**src/rtl/fir_mac_seq.sv**
```systemverilog
// Time-multiplexed FIR filter: one shared multiplier steps through the taps,
// double-buffered coefficients, valid/ready input and a saturated output.
module fir_mac_seq #(
  parameter int unsigned DATA_W    = 10,
  parameter int unsigned COEF_W    = 12,
  parameter int unsigned COEF_FRAC = 11,
  parameter int unsigned TAPS      = 3
) (
  input  logic                       clk,
  input  logic                       reset,
  input  logic                       coef_we,
  input  logic [$clog2(TAPS)-1:0]    coef_addr,
  input  logic signed [COEF_W-1:0]   coef_data,
  input  logic                       in_valid,
  output logic                       in_ready,
  input  logic signed [DATA_W-1:0]   x_in,
  output logic                       out_valid,
  output logic signed [DATA_W-1:0]   y_out,
  output logic                       sat_flag
);

  localparam int unsigned AW     = $clog2(TAPS);
  localparam int unsigned PROD_W = DATA_W + COEF_W;
  localparam int unsigned ACC_W  = PROD_W + AW;

  localparam logic [1:0] IDLE = 2'd0;
  localparam logic [1:0] MAC  = 2'd1;
  localparam logic [1:0] OUT  = 2'd2;

  // Output range limits held at accumulator width; ~max is the negative bound
  localparam logic signed [ACC_W-1:0] Y_MAX = ACC_W'((2 ** (DATA_W - 1)) - 1);
  localparam logic signed [ACC_W-1:0] Y_MIN = ~Y_MAX;

  logic [1:0]               state;
  logic [1:0]               state_next;
  logic signed [COEF_W-1:0] shadow [TAPS];
  logic signed [COEF_W-1:0] active [TAPS];
  logic signed [DATA_W-1:0] x_dly  [TAPS];
  logic signed [ACC_W-1:0]  acc;
  logic signed [ACC_W-1:0]  acc_sum;
  logic signed [ACC_W-1:0]  scaled;
  logic signed [PROD_W-1:0] prod;
  logic [AW-1:0]            idx;
  logic                     accept;
  logic                     addr_ok;
  logic                     idx_last;
  logic                     clamp_hi;
  logic                     clamp_lo;

  assign in_ready = (state == IDLE);
  assign accept   = in_valid && in_ready;
  assign addr_ok  = {1'b0, coef_addr} < (AW + 1)'(TAPS);
  assign idx_last = (idx == AW'(TAPS - 1));

  // Shared MAC step and output scaling/clamp detection
  always_comb begin
    prod     = PROD_W'(active[idx]) * PROD_W'(x_dly[idx]);
    acc_sum  = acc + ACC_W'(prod);
    scaled   = acc >>> COEF_FRAC;
    clamp_hi = (scaled > Y_MAX);
    clamp_lo = (scaled < Y_MIN);
  end

  always_ff @(posedge clk) begin
    if (reset) state <= IDLE;
    else       state <= state_next;
  end

  always_comb begin
    state_next = state;
    case (state)
      IDLE:    if (accept) state_next = MAC;
      MAC:     if (idx_last) state_next = OUT;
      OUT:     state_next = IDLE;
      default: state_next = IDLE;
    endcase
  end

  // Datapath; the active bank copies the pre-edge shadow on accept
  always_ff @(posedge clk) begin
    if (reset) begin
      for (int i = 0; i < int'(TAPS); i++) begin
        shadow[i] <= '0;
        active[i] <= '0;
        x_dly[i]  <= '0;
      end
      acc       <= '0;
      idx       <= '0;
      y_out     <= '0;
      out_valid <= 1'b0;
      sat_flag  <= 1'b0;
    end else begin
      out_valid <= 1'b0;
      if (coef_we && addr_ok) shadow[coef_addr] <= coef_data;
      case (state)
        IDLE: begin
          if (accept) begin
            for (int i = 1; i < int'(TAPS); i++) x_dly[i] <= x_dly[i-1];
            x_dly[0] <= x_in;
            for (int i = 0; i < int'(TAPS); i++) active[i] <= shadow[i];
            acc <= '0;
            idx <= '0;
          end
        end
        MAC: begin
          acc <= acc_sum;
          idx <= idx + AW'(1);
        end
        OUT: begin
          if (clamp_hi)      y_out <= DATA_W'(Y_MAX);
          else if (clamp_lo) y_out <= DATA_W'(Y_MIN);
          else               y_out <= DATA_W'(scaled);
          sat_flag  <= clamp_hi || clamp_lo;
          out_valid <= 1'b1;
        end
        default: ;
      endcase
    end
  end

endmodule
```
**config.mk**
```make
export PLATFORM = sky130hd
export DESIGN_NAME = fir_mac_seq
export DESIGN_NICKNAME = d
export VERILOG_FILES = /design/src/rtl/fir_mac_seq.sv
export SDC_FILE = /design/constraint.sdc
export NUM_CORES = 1
export LEC_CHECK = 0
export CAP_MARGIN = 20
export CORE_MARGIN = 5
export CORE_UTILIZATION = 50
export DETAILED_ROUTE_END_ITERATION = 8
export GPL_ROUTABILITY_DRIVEN = 0
export MAX_ROUTING_LAYER = met4
export PLACE_DENSITY = 0.67
export REMOVE_ABC_BUFFERS = 1
export SLEW_MARGIN = 40
export SYNTH_ARGS = -nofsm -noshare
export SYNTH_HDL_FRONTEND = slang
export SYNTH_SLANG_ARGS = --single-unit
```
**constraint.sdc**
```tcl
create_clock -name clk -period 11.8 [get_ports clk]
set_input_delay 2.36 -clock clk [delete_from_list [all_inputs] [get_ports clk]]
set_output_delay 2.36 -clock clk [all_outputs]
set_load 0.03 [all_outputs]
```
==> impl_metrics.env <==
export IMPL_start_kind="register"
export IMPL_ys_top_cells_by_area="edfxtp_1, fa_1, dfxtp_1, ha_1, inv_1"
export IMPL_postCtsSetupRepairBufs=0
export IMPL_wl_microns=22430
export IMPL_tns_ns=0
export IMPL_synth_edff_count=102
export IMPL_tightest_slew_ns=0.8222
export IMPL_die_h_microns=160.6
export IMPL_vias=7439
export IMPL_route_detailed_drc=0
export IMPL_post_route_period_util=0.5463
export IMPL_dpl_hpwl_microns=17160
export IMPL_p_int_mw=1.549
export IMPL_initial_core_util=0.5038
export IMPL_synth_avg_cell_area_sq_um=10.35
export IMPL_p_seq_frac=0.224
export IMPL_combPwrFrac=0.581
export IMPL_drt_iter0_drc=595
export IMPL_grt_max_degree=67
export IMPL_rsz0062_at_grt="no"
export IMPL_synth_cell_type_count=61
export IMPL_fp_row_count=55
export IMPL_grtUsageTotal=0.1882
export IMPL_multi_input_area_sq_um=6555
export IMPL_port_buffer_count=40
export IMPL_status="finished clean"
export IMPL_setup_ws_ns=5.354
export IMPL_cts_made_buffers=17
export IMPL_drive_gt1_frac=0.06655
export IMPL_yosysTopAreaCell="edfxtp_1"
export IMPL_fin_nets=1356
export IMPL_static_leakage_power_nw=5.622
export IMPL_nFillCells=1961
export IMPL_coreArea_sq_um=22500
export IMPL_dieArea_sq_um=25780
export IMPL_fin_crit_ns=6.446
export IMPL_finalPower_mw=2.797
export IMPL_critPathKind="register to register"
export IMPL_holdWs_ns=0.4481
export IMPL_insertion_delay_ns=0.43
export IMPL_root_buffer="clkbuf_16"
export IMPL_hold_class="register to register"
export IMPL_final_core_util=0.5639
export IMPL_n_antenna_cell=0
export IMPL_slew_viol_final=0
export IMPL_required_ns=12.12
export IMPL_routedWlPerCell_microns=15.72
export IMPL_synth_top_area_frac=0.2702
export IMPL_drtPass1Iterations=5
export IMPL_dieWidth_microns=160.6
export IMPL_slew_limit_headroom=0.4482
export IMPL_grt_first_pass_wirelength_microns=37650
export IMPL_grt_ovfl_total=0
export IMPL_cp_max_fo=14
export IMPL_yosysMostFrequentCell="inv_1"
export IMPL_yosys_warnings=0
export IMPL_finalClockSkew_ns=0.01144
export IMPL_cts_sinks=144
export IMPL_syn_area_sq_um=11340
export IMPL_max_stage_delay_ns=0.70
export IMPL_crit_slowest_cell="fa_1"
export IMPL_ys_ff_latch=144
export IMPL_ff_latch_area_sq_um=3905
export IMPL_num_io_pins=41
export IMPL_synth_common_cells="inv_1, fa_1, and2_1"
export IMPL_netSwitchingFraction=0.4462
export IMPL_p_per_area_nw_per_um2=220.4
export IMPL_path_buf_inv=4
export IMPL_maxCapViolCount=0
export IMPL_cts_tree="built"
export IMPL_critPathTopFamily="adder cells"
export IMPL_clk_pin_slew_ns=0.07
export IMPL_clockBufferDepth=2
export IMPL_critPathArrivalTime_ns=6.77
export IMPL_hold_viol_final=0
export IMPL_cts_max_level=4
export IMPL_area_delta_synth_final_pct=11.93
export IMPL_vias_per_cell=5.213
export IMPL_yosysSeqAreaShare=0.3444
export IMPL_netSwitchingPower_mw=1.248
export IMPL_crit_path_end_kind="register"
export IMPL_cts_resized=0
export IMPL_fmax_ghz=0.1551
export IMPL_async_reset_ff_frac=0
export IMPL_hold_buffers=0
export IMPL_synth_ff_type="edfxtp_1"
export IMPL_ant_nets=0
export IMPL_antenna_found_initial=0
export IMPL_power_frac_clock=0.196
export IMPL_vdd_drop_max_v=0.0001568
export IMPL_synthCells=1095
export IMPL_dp_slack_ns=5.364
export IMPL_crit_chain="buf_4 -> mux2i_1 -> o21ai_2 -> nand2_1 -> fa_1 -> inv_1 -> fa_1 -> fa_1 -> fa_1 -> inv_1 -> fa_1 -> inv_1 -> ha_1 -> a21oi_1 -> a21boi_0 -> a2111oi_0 -> a21oi_1 -> xnor2_1 -> o21ai_1"
export IMPL_grt_pass1_vias=7618
export IMPL_setup_viol=0
export IMPL_critPathMostFrequentCell="fa_1"
## through the flow
stage / cells / cell area, sq um
after floorplan: 1055 / 11150
after global placement: 1393 / 12020
after detailed placement: 1395 / 12070
after CTS: 1427 / 12670
after global routing: 1427 / 12690
final: 1427 / 12690
## worst register-to-register path, cell delays in order (launching register included)
cell and delay, ns:
dfxtp_1 0.62, buf_4 0.36, mux2i_1 0.14, o21ai_2 0.44
nand2_1 0.24, fa_1 0.70, inv_1 0.13, fa_1 0.48
fa_1 0.50, fa_1 0.49, inv_1 0.05, fa_1 0.48
inv_1 0.04, ha_1 0.35, a21oi_1 0.26, a21boi_0 0.16
a2111oi_0 0.46, a21oi_1 0.19, xnor2_1 0.17, o21ai_1 0.07
## cell usage in the layout, fill, tap and decap left out, drive strengths merged, types with 3 or more instances in the layout
master           n
inv            204
fa             136
and2           113
nand2          108
edfxtp         102
nor2            71
ha              63
o21ai           43
dfxtp           42
clkdlybuf4s50   40
a21oi           30
mux2i           26
clkbuf          17
buf             15
xnor2           12
a22oi           10
o21a             9
nand2b           9
nor2b            8
a211oi           7
xor2             6
o21bai           5
nand3            5
o211ai           5
and3             5
clkinv           5
nor3             4
or2              4
nand4            4
a21o             3
nand3b           3
nor3b            3
a31o             3
## layout make-up
class,count,area share
multi-input combinational,717,0.5166
timing repair buffer,55,0.04290
inverter,194,0.05739
clock inverter,15,0.01371
sequential,144,0.3078
clock buffer,17,0.03353
tap,285,0.02810
## metal layers
metal | vias to the layer above | GRT usage | wire [microns]
li1 | 3567 | - | -
met1 | 3700 | 0.2369 | 9547
met2 | 143 | 0.3131 | 11530
met3 | 29 | 0.04131 | 1032
met4 | 0 | 0.04497 | 320
met5 | - | - | 0
## power groups by stage
stage | combinational [mW] | sequential, mW | clock [mW]
floorplan | 1.28 | 0.629 | 0
global placement | 1.60 | 0.636 | 0
detailed placement | 1.63 | 0.637 | 0
CTS | 1.64 | 0.627 | 0.556
global route | 1.88 | 0.630 | 0.580
finish | 1.62 | 0.625 | 0.548
## final timing paths
path	startpoint	endpoint	slack, ns	cells after the start
setup / recovery	register	acc[23]	5.35	19
hold / removal	y_out[8]	y_out[8]	0.45	2
setup reg to reg	register	acc[23]	5.35	19
hold reg to reg	y_out[8]	y_out[8]	0.45	2
## cells by family after synthesis
group / Yosys count / synth area share
flops: 144 / 0.3444
fa+ha+maj: 199 / 0.3097
mux: 27 / 0.02395
simple gates: 338 / 0.1479
buf+inv: 234 / 0.08102
compound gates: 135 / 0.07914
xor+xnor: 18 / 0.01391
## sequential cells by signal, indices dropped and copies added, names as in the netlist, named ones only
signal     count
active        36
shadow        36
x_dly         30
acc           24
y_out         10
idx            2
state          2
out_valid      1
sat_flag       1
Power figures use the tool's default switching activity.
